--- config.mk ---
export PLATFORM = sky130hd
export DESIGN_NAME = ex_mem_stage
export DESIGN_NICKNAME = d
export VERILOG_FILES = /design/src/rtl/ex_mem_stage.sv
export SDC_FILE = /design/constraint.sdc
export NUM_CORES = 1
export LEC_CHECK = 0
export ABC_AREA = 1
export BUFFER_PORTS_ARGS = -buffer_cell sky130_fd_sc_hd__buf_2
export CAP_MARGIN = 20
export CORE_MARGIN = 1.5
export CORE_UTILIZATION = 54
export DETAILED_ROUTE_END_ITERATION = 10
export PLACE_DENSITY = 0.89
export SETUP_SLACK_MARGIN = 0.15
export SYNTH_ARGS = -nofsm -noshare
export SYNTH_HDL_FRONTEND = slang
export SYNTH_SLANG_ARGS = --single-unit
export TNS_END_PERCENT = 50
--- constraint.sdc ---
create_clock -name clk -period 4.9 [get_ports clk]
set_clock_uncertainty 0.05 [all_clocks]
set_input_delay 0.245 -clock clk [delete_from_list [all_inputs] [get_ports clk]]
set_output_delay 0.245 -clock clk [all_outputs]
set_load 0.05 [all_outputs]
--- src/rtl/ex_mem_stage.sv ---
// EX/MEM pipeline register with branch resolution.
// Resolves BEQ/BNE/JAL from the ALU EQ flag and counts taken branches.
module ex_mem_stage #(
  parameter int WIDTH     = 32,
  parameter int REG_AW    = 5,
  parameter int CNT_WIDTH = 16
) (
  input  logic                 clk,
  input  logic                 rst,
  input  logic                 stall,
  input  logic                 flush,
  input  logic                 valid_e,
  input  logic [WIDTH-1:0]     ALUout_e,
  input  logic                 EQ_e,
  input  logic [WIDTH-1:0]     regOp2_e,
  input  logic [WIDTH-1:0]     PC_e,
  input  logic [WIDTH-1:0]     ImmOp_e,
  input  logic [REG_AW-1:0]    rd_e,
  input  logic                 RegWrite_e,
  input  logic                 MemWrite_e,
  input  logic [1:0]           ResultSrc_e,
  input  logic [1:0]           Branch_e,
  output logic                 valid_m,
  output logic [WIDTH-1:0]     ALUout_m,
  output logic [WIDTH-1:0]     WriteData_m,
  output logic [WIDTH-1:0]     PCplus4_m,
  output logic [REG_AW-1:0]    rd_m,
  output logic                 RegWrite_m,
  output logic                 MemWrite_m,
  output logic [1:0]           ResultSrc_m,
  output logic                 PCsrc,
  output logic [WIDTH-1:0]     PCtarget,
  output logic                 flush_fd,
  output logic [CNT_WIDTH-1:0] br_taken_cnt
);

  typedef enum logic [1:0] {
    BR_NONE = 2'b00,
    BR_BEQ  = 2'b01,
    BR_BNE  = 2'b10,
    BR_JAL  = 2'b11
  } branch_e;

  localparam logic [CNT_WIDTH-1:0] CNT_MAX = '1;

  logic taken;

  assign taken = valid_e & ((Branch_e == BR_BEQ &  EQ_e) |
                            (Branch_e == BR_BNE & ~EQ_e) |
                            (Branch_e == BR_JAL));

  // A stalled branch must not redirect: it will be re-resolved when it advances.
  assign PCsrc    = taken & ~stall;
  assign flush_fd = PCsrc;
  assign PCtarget = PC_e + ImmOp_e;

  // NOTE: all state here is sequential, so every assignment is non-blocking;
  // blocking assignments would let later statements see same-edge values.
  always_ff @(posedge clk) begin
    if (rst) begin
      valid_m      <= 1'b0;
      ALUout_m     <= '0;
      WriteData_m  <= '0;
      PCplus4_m    <= '0;
      rd_m         <= '0;
      RegWrite_m   <= 1'b0;
      MemWrite_m   <= 1'b0;
      ResultSrc_m  <= '0;
      br_taken_cnt <= '0;
    end else begin
      if (flush) begin
        valid_m     <= 1'b0;
        ALUout_m    <= '0;
        WriteData_m <= '0;
        PCplus4_m   <= '0;
        rd_m        <= '0;
        RegWrite_m  <= 1'b0;
        MemWrite_m  <= 1'b0;
        ResultSrc_m <= '0;
      end else if (!stall) begin
        // Bubbles still capture data fields; only the enables are gated.
        valid_m     <= valid_e;
        ALUout_m    <= ALUout_e;
        WriteData_m <= regOp2_e;
        PCplus4_m   <= PC_e + WIDTH'(4);
        rd_m        <= rd_e;
        RegWrite_m  <= RegWrite_e & valid_e & (rd_e != '0);
        MemWrite_m  <= MemWrite_e & valid_e;
        ResultSrc_m <= ResultSrc_e;
      end

      // Counting is independent of flush; it saturates rather than wraps.
      if (PCsrc && br_taken_cnt != CNT_MAX)
        br_taken_cnt <= br_taken_cnt + 1'b1;
    end
  end

endmodule

Word-level counts from Yosys, hierarchy flattened

Index checks and enable logic that the tools add are counted.

Add/subtract/negate cells: 3
Reductions and logical operators: 3
Bitwise operators: 11
Eq/ne operators: 4

Operators with widths:

| kind                  | count |
|---|---|
| $add 32x3->32 const B | 1 |
| $add 32x32->32        | 1 |
| $add 16x1->16 const B | 1 |
| $ne 16x16->1 const B  | 1 |
| $and 1x1->1           | 7 |
| $reduce_bool 5->1     | 1 |
| $eq 2x2->1 const B    | 2 |
| $eq 2x1->1 const B    | 1 |
| $not 1->1             | 2 |
| $or 1x1->1            | 2 |
| $reduce_or 2->1       | 1 |
| $logic_and 1x1->1     | 1 |

Word-level logic and storage cells: 30
Input bits: 145
Output and inout bits: 156
Register bits after elaboration: 122

Logic depth before layout (Yosys ltp)

Depth in word-level cells: 7
Depth in mapped cells: 12

Worst setup path after synthesis

No wires, ideal clock.

Path kind: input -> output
From: input port PC_e[0]
To: output port PCtarget[12]
Cell stages on the path: 9
Arrival time: 2.137 ns
Path buffers: 0
Path slack: 2.468 ns
Required time: 4.605 ns
Cells stage by stage: ha_1 -> fa_1 -> nand3_1 -> nand3_1 -> nand2_1 -> nand2_1 -> nand2_1 -> nand2_1 -> xor2_1

Longest elaborated chain between the ends: 1

RTL lines:

| item            | RTL line | text |
|---|---|---|
| start, declared | 16       | `input logic [WIDTH-1:0] PC_e,` |
| $add 32x32->32  | 55       | `assign PCtarget = PC_e + ImmOp_e;` |
| end, declared   | 32       | `output logic [WIDTH-1:0] PCtarget,` |

Every way passes these cells.

Final worst setup path

From: input port PC_e[0]
To: output port PCtarget[28]

Same word-level chain as after synthesis.

==> results_dict.tcl <==
set metrics [dict create \
    status "complete, no violations" \
    yosysMostFrequentCell "nand2_1" \
    cts_tree "yes" \
    postRouteAntennaNets 0 \
    tightest_slew_ns 1.040 \
    async_flop_share 0 \
    end_kind "output port" \
    r2r_end "br_taken_cnt[9]" \
    crit_type "input pin to output port" \
    grt_pass1_vias 8376 \
    final_net_count 1746 \
    insertion_delay_ns 0.42 \
    synthCells 1283 \
    crit_arrival_ns 2.21 \
    num_vias 9193 \
    die_h_um 123.2 \
    ys_top_cells_by_count "nand2_1, inv_1, dfxtp_1, nor2_1, a21oi_1" \
    viasPerCell 5.220 \
    cts_hold_buf 0 \
    critical_path.cell_chain "buf_2 > ha_1 > fa_1 > nand3_1 > nand3_1 > nand2_1 > nand2_1 > nand2_1 > nand2_1 > nand2_1 > nand3_1 > nand2_1 > buf_2" \
    syn-num-nets 1462 \
    clockBufferDepth 2 \
    drtIter0Drc 774 \
    fin_crit_ns 2.500 \
    final.setup.worst_slack_ns 2.400 \
    synth-edff-count 0 \
    coreArea_mm2 0.01399 \
    synthAdderAreaFrac 0.05548 \
    synth_compound_area_frac 0.1101 \
    fill_cells 1232 \
    dr.pass1.iters 5 \
    drv_cap 0 \
    synth-xor-area-share 0.04153 \
    cpPeakStageDelay_ns 0.45 \
    hpwl_mm 20.67 \
    die_area_mm2 0.01518 \
    finalCritPeriodShare 0.5103 \
    regArea_mm2 0.002442 \
    worstReg2RegStart "br_taken_cnt[1]" \
    cp_max_fo 4 \
    finish.instance_area_mm2 0.009980 \
    ys_top_cells_by_area "dfxtp_1, nand2_1, inv_1, a21oi_1, nor2_1" \
    cts_made_buffers 17 \
    h-tree-depth 4 \
    grt_max_degree 83 \
    cts.reportedPaths.clkPinSlew_ns 0.07 \
    synth-simple-area-share 0.3729 \
    peakVddDrop_uv 282.9 \
    hold_depth 3 \
    area_delta_synth_final_pct 27.88 \
    yosysTopAreaCellShare 0.3130 \
    start_kind "input pin" \
    crit_slowest_cell "fa_1" \
    yosysSeqAreaShare 0.3130 \
    die_w_um 123.2 \
    cts_resized 0 \
    grt_pass1_wl_mm 41.34 \
    grt_usage 0.3477 \
    cts.sinks 122 \
    yosysTopAreaCell "dfxtp_1" \
    whs_ns 0.01551 \
    synth_top_family_by_area "simple AND/OR/NAND/NOR gates" \
    start_util 0.5579 \
    setup_tns_ns 0 \
    antenna_found_initial 0 \
    drt-total-wl_mm 26.93 \
    ioPinCount 301 \
    synth.distinct_cells 39 \
    grt_overflow_total 0 \
    synth_ff_type "dfxtp_1" \
    post_cts_buffers 0 \
    setup_viol 0 \
    fmax_mhz 399.9 \
    synth.area.mux_share 0 \
    avgSynthCellArea_um2 6.082 \
    power_density_mw_per_mm2 320.6 \
    rsz0062_at_grt "no" \
    syn_area_mm2 0.007804 \
    power.leakage_nw 5.572 \
    holdPathEnd "ALUout_m[13]" \
    relSlewSlack 0.3057 \
    io_buffers 300 \
    worstRegToRegCells 8 \
    required_ns 4.61 \
    rows 43 \
    multi_input_area_mm2 0.004527 \
    r2r_slack_ns 3.04 \
    maxSlewViolCount 0 \
    gp_congestion 0.9706 \
    final_hold_viol_count 0 \
    root_buffer "clkbuf_16" \
    crit_top_cell "nand2_1" \
    holdCritPathClass "input pin to flip-flop" \
    min_from "ALUout_e[13]" \
    drive_above_1_share 0.2323 \
    pre_cts_slack_ns 2.433 \
    synth_seq_cells 122 \
    yosysWarnings 0 \
    dpl-instance-area_mm2 0.009379 \
    drc 0 \
    drt-wirelength-per-cell_um 15.29 \
]
area by class of cell:
class                   instances  area share
clock inverters                15     0.01730
inverters                     173     0.06545
multi-input cells             949      0.4536
well taps                     180     0.02257
repair buffers                304      0.1535
clock buffers                  17     0.04263
diodes                          1   0.0002508
flip-flops and latches        122      0.2447
state kept, by name, summed over array words and instances, names as in the netlist:
signal and count:
valid_m 1, MemWrite_m 1, ALUout_m 32, RegWrite_m 1
br_taken_cnt 16, WriteData_m 32, ResultSrc_m 2, rd_m 5
PCplus4_m 32
logic make-up (layout without fill, tap and decap cells):
group,count (synthesis),count (layout)
flops,122,122
buf+inv,212,509
xor+xnor,37,37
compound gates,158,158
simple gates,720,720
other cells,0,1
fa+ha+maj,34,34
worst max-delay path, delay by kind of cell:
kind	cells	cell delay, ns
buffers and inverters	2	0.36
and+or+nand+nor	9	0.88
adders and majority gates	2	0.70
report_power, final:
| part | total [mW] | switching, mW | internal, mW |
|---|---|---|---|
| clock network | 1.27 | 0.507 | 0.766 |
| logic | 0.887 | 0.657 | 0.230 |
| registers | 1.04 | 0.0170 | 1.02 |
| total | 3.20 | 1.18 | 2.02 |
layout by cell type (no fill, tap or decap), types with 2 or more instances in the layout:
master / synthesis / routed
o21bai_1: 5 / 5
clkinv_2: 0 / 2
o211ai_1: 3 / 3
buf_2: 11 / 300
inv_8: 0 / 2
inv_2: 5 / 5
inv_6: 0 / 7
buf_4: 1 / 4
nor3_1: 9 / 9
ha_1: 33 / 33
xnor2_1: 9 / 9
nand3b_1: 5 / 5
or2_2: 2 / 2
nand3_1: 54 / 54
nand2_1: 502 / 502
nor2_2: 2 / 2
nand4_1: 13 / 13
a21oi_1: 111 / 111
bufinv_16: 0 / 2
nand3_2: 2 / 2
nor2_1: 122 / 122
dfxtp_1: 122 / 122
nand2_2: 2 / 2
clkbuf_16: 0 / 17
clkinvlp_4: 0 / 2
a21oi_2: 9 / 9
nor3_2: 3 / 3
inv_1: 167 / 166
xor2_1: 28 / 28
o21ai_0: 25 / 25
worst max path at each step:
stage | cells past startpoint | to | slack [ns] | startpoint
floorplan | 9 | PCtarget[12] | 2.47 | PC_e[0]
global placement | 13 | PCtarget[20] | 2.49 | PC_e[0]
detailed placement | 13 | PCtarget[28] | 2.43 | PC_e[0]
CTS | 13 | PCtarget[28] | 2.43 | PC_e[0]
global route | 13 | PCtarget[28] | 2.24 | PC_e[0]
finish | 13 | PCtarget[28] | 2.40 | PC_e[0]
metal layers:
metal / track usage / vias up / part of all wire
li1: - / 4556 / -
met4: 0.1818 / 0 / 0.046
met5: 0 / - / 0
met2: 0.6014 / 440 / 0.48
met3: 0.08303 / 98 / 0.080
met1: 0.3976 / 4099 / 0.39
metrics by stage:
stage | power, mW | utilization | instances
floorplan | 1.689 | - | 1283
global placement | 1.930 | 0.6705 | 1728
detailed placement | 1.937 | 0.6705 | 1728
CTS | 3.198 | 0.7132 | 1760
global route | 3.324 | 0.7132 | 1760
finish | 3.199 | 0.7134 | 1761
No activity file was read; power rests on OpenSTA's default activity.
